<file path="config.mk">
export PLATFORM = sky130hd
export DESIGN_NAME = overlap_frame_scheduler
export DESIGN_NICKNAME = d
export VERILOG_FILES = /design/src/rtl/overlap_frame_scheduler.sv
export SDC_FILE = /design/constraint.sdc
export NUM_CORES = 1
export LEC_CHECK = 0
export ABC_AREA = 1
export CAP_MARGIN = 20
export CORE_ASPECT_RATIO = 0.6
export CORE_MARGIN = 2
export CORE_UTILIZATION = 63
export DETAILED_ROUTE_END_ITERATION = 12
export DONT_BUFFER_PORTS = 1
export PLACE_DENSITY_LB_ADDON = 0.1
export SLEW_MARGIN = 25
export SYNTH_ARGS = -nofsm -noshare
export SYNTH_HDL_FRONTEND = slang
export SYNTH_SLANG_ARGS = --single-unit
</file>
<file path="constraint.sdc">
create_clock -name clock -period 2.89 [get_ports clock]
set_clock_uncertainty 0.05 [all_clocks]
set_input_delay 0.578 -clock clock [delete_from_list [all_inputs] [get_ports clock]]
set_output_delay 0.578 -clock clock [all_outputs]
set_load 0.005 [all_outputs]
</file>
<file path="src/rtl/overlap_frame_scheduler.sv">
// overlap_frame_scheduler: 50%-overlap frame reader over a 2N-sample ring buffer
// define FRAME_COUNTER_EN to build the frame_count counter (otherwise it reads 0)
module overlap_frame_scheduler #(
    parameter int WIN_BITS = 10
) (
    input  logic                clock,
    input  logic                reset,
    input  logic                in_valid,
    output logic                in_ready,
    output logic                wr_en,
    output logic [WIN_BITS:0]   wr_addr,
    output logic                rd_en,
    output logic [WIN_BITS:0]   rd_addr,
    input  logic                out_ready,
    output logic                out_valid,
    output logic [WIN_BITS-1:0] win_index,
    output logic                frame_start,
    output logic                frame_last,
    output logic [15:0]         frame_count
);
    localparam int AW = WIN_BITS + 1;
    localparam int N = 1 << WIN_BITS;
    localparam int H = N / 2;
    localparam logic [AW:0] OCC_N = (AW+1)'(N);
    localparam logic [AW:0] OCC_H = (AW+1)'(H);
    localparam logic [AW:0] OCC_D = (AW+1)'(2 * N);
    typedef enum logic {IDLE, EMIT} state_t;
    state_t                state_q, state_d;
    logic [AW-1:0]         wr_ptr_q, base_q;
    logic [WIN_BITS-1:0]   rd_off_q, win_index_q;
    logic [AW:0]           occ_q, occ_d;
    logic                  out_valid_q, last_issue;
    assign in_ready    = occ_q < OCC_D;
    assign wr_en       = in_valid && in_ready;
    assign wr_addr     = wr_ptr_q;
    assign rd_en       = (state_q == EMIT) && (!out_valid_q || out_ready);
    assign rd_addr     = base_q + AW'(rd_off_q);
    assign last_issue  = rd_en && (rd_off_q == '1);
    assign out_valid   = out_valid_q;
    assign win_index   = win_index_q;
    assign frame_start = out_valid_q && (win_index_q == '0);
    assign frame_last  = out_valid_q && (win_index_q == '1);
    // retiring a frame frees H samples; a same-cycle write still counts
    always_comb begin
        occ_d   = occ_q + (AW+1)'(wr_en) - (last_issue ? OCC_H : '0);
        state_d = (state_q == IDLE) ? ((occ_q >= OCC_N) ? EMIT : IDLE)
                : (last_issue ? ((occ_q >= OCC_N + OCC_H) ? EMIT : IDLE) : EMIT);
    end
    always_ff @(posedge clock) begin
        if (reset) begin
            state_q     <= IDLE;
            wr_ptr_q    <= '0;
            base_q      <= '0;
            rd_off_q    <= '0;
            occ_q       <= '0;
            out_valid_q <= 1'b0;
            win_index_q <= '0;
        end else begin
            state_q     <= state_d;
            wr_ptr_q    <= wr_ptr_q + AW'(wr_en);
            occ_q       <= occ_d;
            out_valid_q <= rd_en || (out_valid_q && !out_ready);
            if (rd_en) begin
                rd_off_q    <= rd_off_q + WIN_BITS'(1);
                win_index_q <= rd_off_q;
            end
            if (last_issue) base_q <= base_q + AW'(H);
        end
    end
`ifdef FRAME_COUNTER_EN
    logic [15:0] frame_count_q;
    always_ff @(posedge clock) begin
        if (reset) frame_count_q <= '0;
        else if (last_issue) frame_count_q <= frame_count_q + 16'd1;
    end
    assign frame_count = frame_count_q;
`else
    assign frame_count = '0;
`endif
endmodule

</file>
==> impl_metrics.csv <==
group,metric,value,unit
placement,numPortBuffers,0,
clock_network,clock_sinks,47,
clock_network,tritoncts,"yes",
min_path,hold-path-endpoint,"occ_q[1]",
clock_network,ctsResizeCount,0,
worst_setup_path,worstSetupPathType,"flip-flop to flip-flop",
die,ios,58,
logic_synthesis,ys_seq_area_share,33.4,%
grt,grt_pass1_wl,9.93,mm
routing,drt_wl_total,5.96,mm
worst_setup_path,startpoint_type,"flip-flop",
final_layout,layout-drive-gt1-share,5.84,%
timing,fmax,369,MHz
min_path,holdPathStages,1,
worst_setup_path,critPathCaptureType,"flip-flop",
logic_synthesis,yosys_warnings,0,
clock_network,clkTransAtPathRegs,0.09,ns
timing,setup_viol,0,
die,core_area,4210,µm²
grt,grt_usage,24.4,%
timing,worst_pin_slew,0.808,ns
die,die_x,90.3,µm
worst_setup_path,r2r_end,"occ_q[11]",
min_path,min_from,"reset",
clock_network,cts_setup_buffers,0,
worst_setup_path,arrival,2.91,ns
logic_synthesis,avgSynthCellArea,7.01,µm²
logic_synthesis,syn-cell-area,2820,µm²
timing,period_minus_slack,2.71,ns
worst_setup_path,r2r_setup_slack,0.18,ns
die,fp-row-count,18,
final_layout,fillCellCount,385,
power_and_ir_drop,vdd_ir_drop_max,0.531,mV
power_and_ir_drop,power_density,926,nW/µm²
logic_synthesis,synth_cell_type_count,32,
logic_synthesis,synth_edf_count,0,
timing,setup_tns,0,ns
status,status,"complete, no violations",
routing,ant_nets,0,
timing,relSlewSlack,46.1,%
routing,wl_per_cell,13.1,µm
timing,finalHoldViolations,0,
routing,first_pass_iters,6,
timing,min_period_over_period,93.8,%
final_layout,final_cell_count_no_fill,454,
timing,hold_ws,0.280,ns
logic_synthesis,ys_ff_latch,47,
placement,place_congestion,0.857,
placement,dp_hpwl,4.47,mm
power_and_ir_drop,power_leakage,1.29,nW
worst_setup_path,critPathMaxFanout,6,
clock_network,clk_latency,0.30,ns
final_layout,finalCoreUtilization,67.4,%
logic_synthesis,synthFlopType,"dfxtp_1",
grt,grt_pass1_vias,2071,
final_layout,fin_nets,421,
worst_setup_path,worstReg2RegStart,"rd_off_q[1]",
routing,routed-via-count,2329,
logic_synthesis,syn_inst,402,
timing,rsz0062_at_grt,"false",
clock_network,root_buffer,"clkbuf_8",
worst_setup_path,required,3.09,ns
routing,vias_per_cell,5.13,
worst_setup_path,worst_r2r_path_depth,15,
placement,place_inst,446,
grt,grt_antenna_before_repair,0,
clock_network,cts_buffers,5,
clock_network,htree_levels,2,
final_layout,final_common_cell,"nand2_1",
die,dieArea,5040,µm²
clock_network,holdBufCountCts,0,
final_layout,num_antenna_cells,0,
final_layout,mostFrequentLayoutCells,"81 x nand2_1, 57 x inv_1, 54 x nor2_1",
grt,grt_max_degree,30,
die,die_y,55.8,µm
logic_synthesis,async_flop_share,0,%
grt,gr-total-overflow,0,
routing,drc,0,
routing,drt_iter0_drc,208,
clock_network,ctsLongestPathBuffers,2,
final_layout,syn_to_final_growth,0.710,%
run,cap_violations,0,
die,initial_core_util,66.9,%
timing,slew_violations,0,
min_path,hold_class,"primary input to flip-flop",
[power breakdown]
part           internal [mW]  total [mW]  switching [mW]  leakage [nW]
clock                  0.280       0.509           0.228        0.0612
combinational          0.429        1.24           0.815         0.844
sequential             0.768       0.876           0.108         0.384
total                   1.48        2.63            1.15          1.29
[metrics by stage]
| step | power [mW] | setup WS (ns) | instance area (µm²) |
|---|---|---|---|
| finish | 2.63 | 0.178 | 2840 |
| global route | 2.87 | 0.0209 | 2840 |
| CTS | 2.60 | 0.219 | 2840 |
| detailed placement | 2.09 | 0.251 | 2720 |
| global placement | 2.06 | 0.426 | 2720 |
| floorplan | 1.86 | 0.527 | 2870 |
[worst max-delay path by stage]
| stage | slack (ns) | end | cells past startpoint | startpoint |
|---|---|---|---|---|
| after floorplan | 0.53 | occ_q[11] | 14 | out_ready |
| after global placement | 0.43 | occ_q[10] | 15 | rd_off_q[1] |
| after detailed placement | 0.25 | occ_q[11] | 15 | rd_off_q[1] |
| after CTS | 0.22 | occ_q[11] | 15 | rd_off_q[1] |
| after global routing | 0.02 | occ_q[10] | 15 | rd_off_q[1] |
| final | 0.18 | occ_q[11] | 15 | rd_off_q[1] |
[critical path, stage by stage (launching register included)]
cell and delay, ns:
dfxtp_1 0.50, ha_1 0.28, nand2_1 0.07, nor2_1 0.09, nand2_1 0.10, nor2_4 0.19, inv_1 0.07, ha_1 0.28
ha_1 0.34, nand2_1 0.10, inv_1 0.04, a21oi_1 0.22, nand3_1 0.13, nand2_1 0.08, inv_1 0.04, nor2_1 0.08
[registers in the layout (all words and copies together), names as in the netlist]
register,count
occ_q,12
state_q,1
base_q,2
wr_addr,11
out_valid,1
rd_off_q,10
win_index,10
[area by class of cell]
cell class / count / area [µm²] / area share (%)
Sequential cell: 47 / 941 / 33.2
Clock inverter: 2 / 35.0 / 1.23
Inverter: 58 / 218 / 7.67
Tap cell: 60 / 75.1 / 2.65
Clock buffer: 6 / 82.6 / 2.91
Timing Repair Buffer: 2 / 15.0 / 0.529
Multi-Input combinational cell: 279 / 1470 / 51.9
[Yosys cell counts (2+ instances only)]
| cell type | number | area [µm²] |
|---|---|---|
| ha_1 | 24 | 300 |
| dfxtp_1 | 47 | 941 |
| nand4_1 | 7 | 43.8 |
| inv_1 | 57 | 214 |
| a31oi_1 | 3 | 18.8 |
| nor2_1 | 54 | 203 |
| a21oi_2 | 2 | 17.5 |
| nand2_1 | 81 | 304 |
| buf_6 | 2 | 22.5 |
| xor2_1 | 2 | 17.5 |
| buf_4 | 27 | 203 |
| o21ai_0 | 21 | 105 |
| nor4_1 | 2 | 12.5 |
| nand2_2 | 4 | 25.0 |
| nand3_1 | 13 | 65.1 |
| a21oi_1 | 28 | 140 |
| nor3_1 | 9 | 45.0 |
| buf_2 | 2 | 10.0 |
| nor3_2 | 3 | 30.0 |
| o21bai_1 | 2 | 15.0 |
[cell families (layout without fill, tap and decap cells)]
logic type | Yosys count | in the layout | share of synthesized area [%]
compound gates | 57 | 57 | 10.8
xor+xnor | 2 | 2 | 0.622
fa+ha+maj | 24 | 24 | 10.7
buf+inv | 91 | 68 | 16.4
flops | 47 | 47 | 33.4
other cells | 1 | 16 | 0.133
simple gates | 180 | 180 | 28.0
[routing by layer]
metal,vias up,share of wire [%],GRT usage [%]
li1,1219,-,-
met1,997,50,37.5
met2,109,38,33.4
met3,4,11,7.45
met4,0,0.42,4.62
met5,-,0,0
Note: power is estimated with default switching activity, not from simulation.
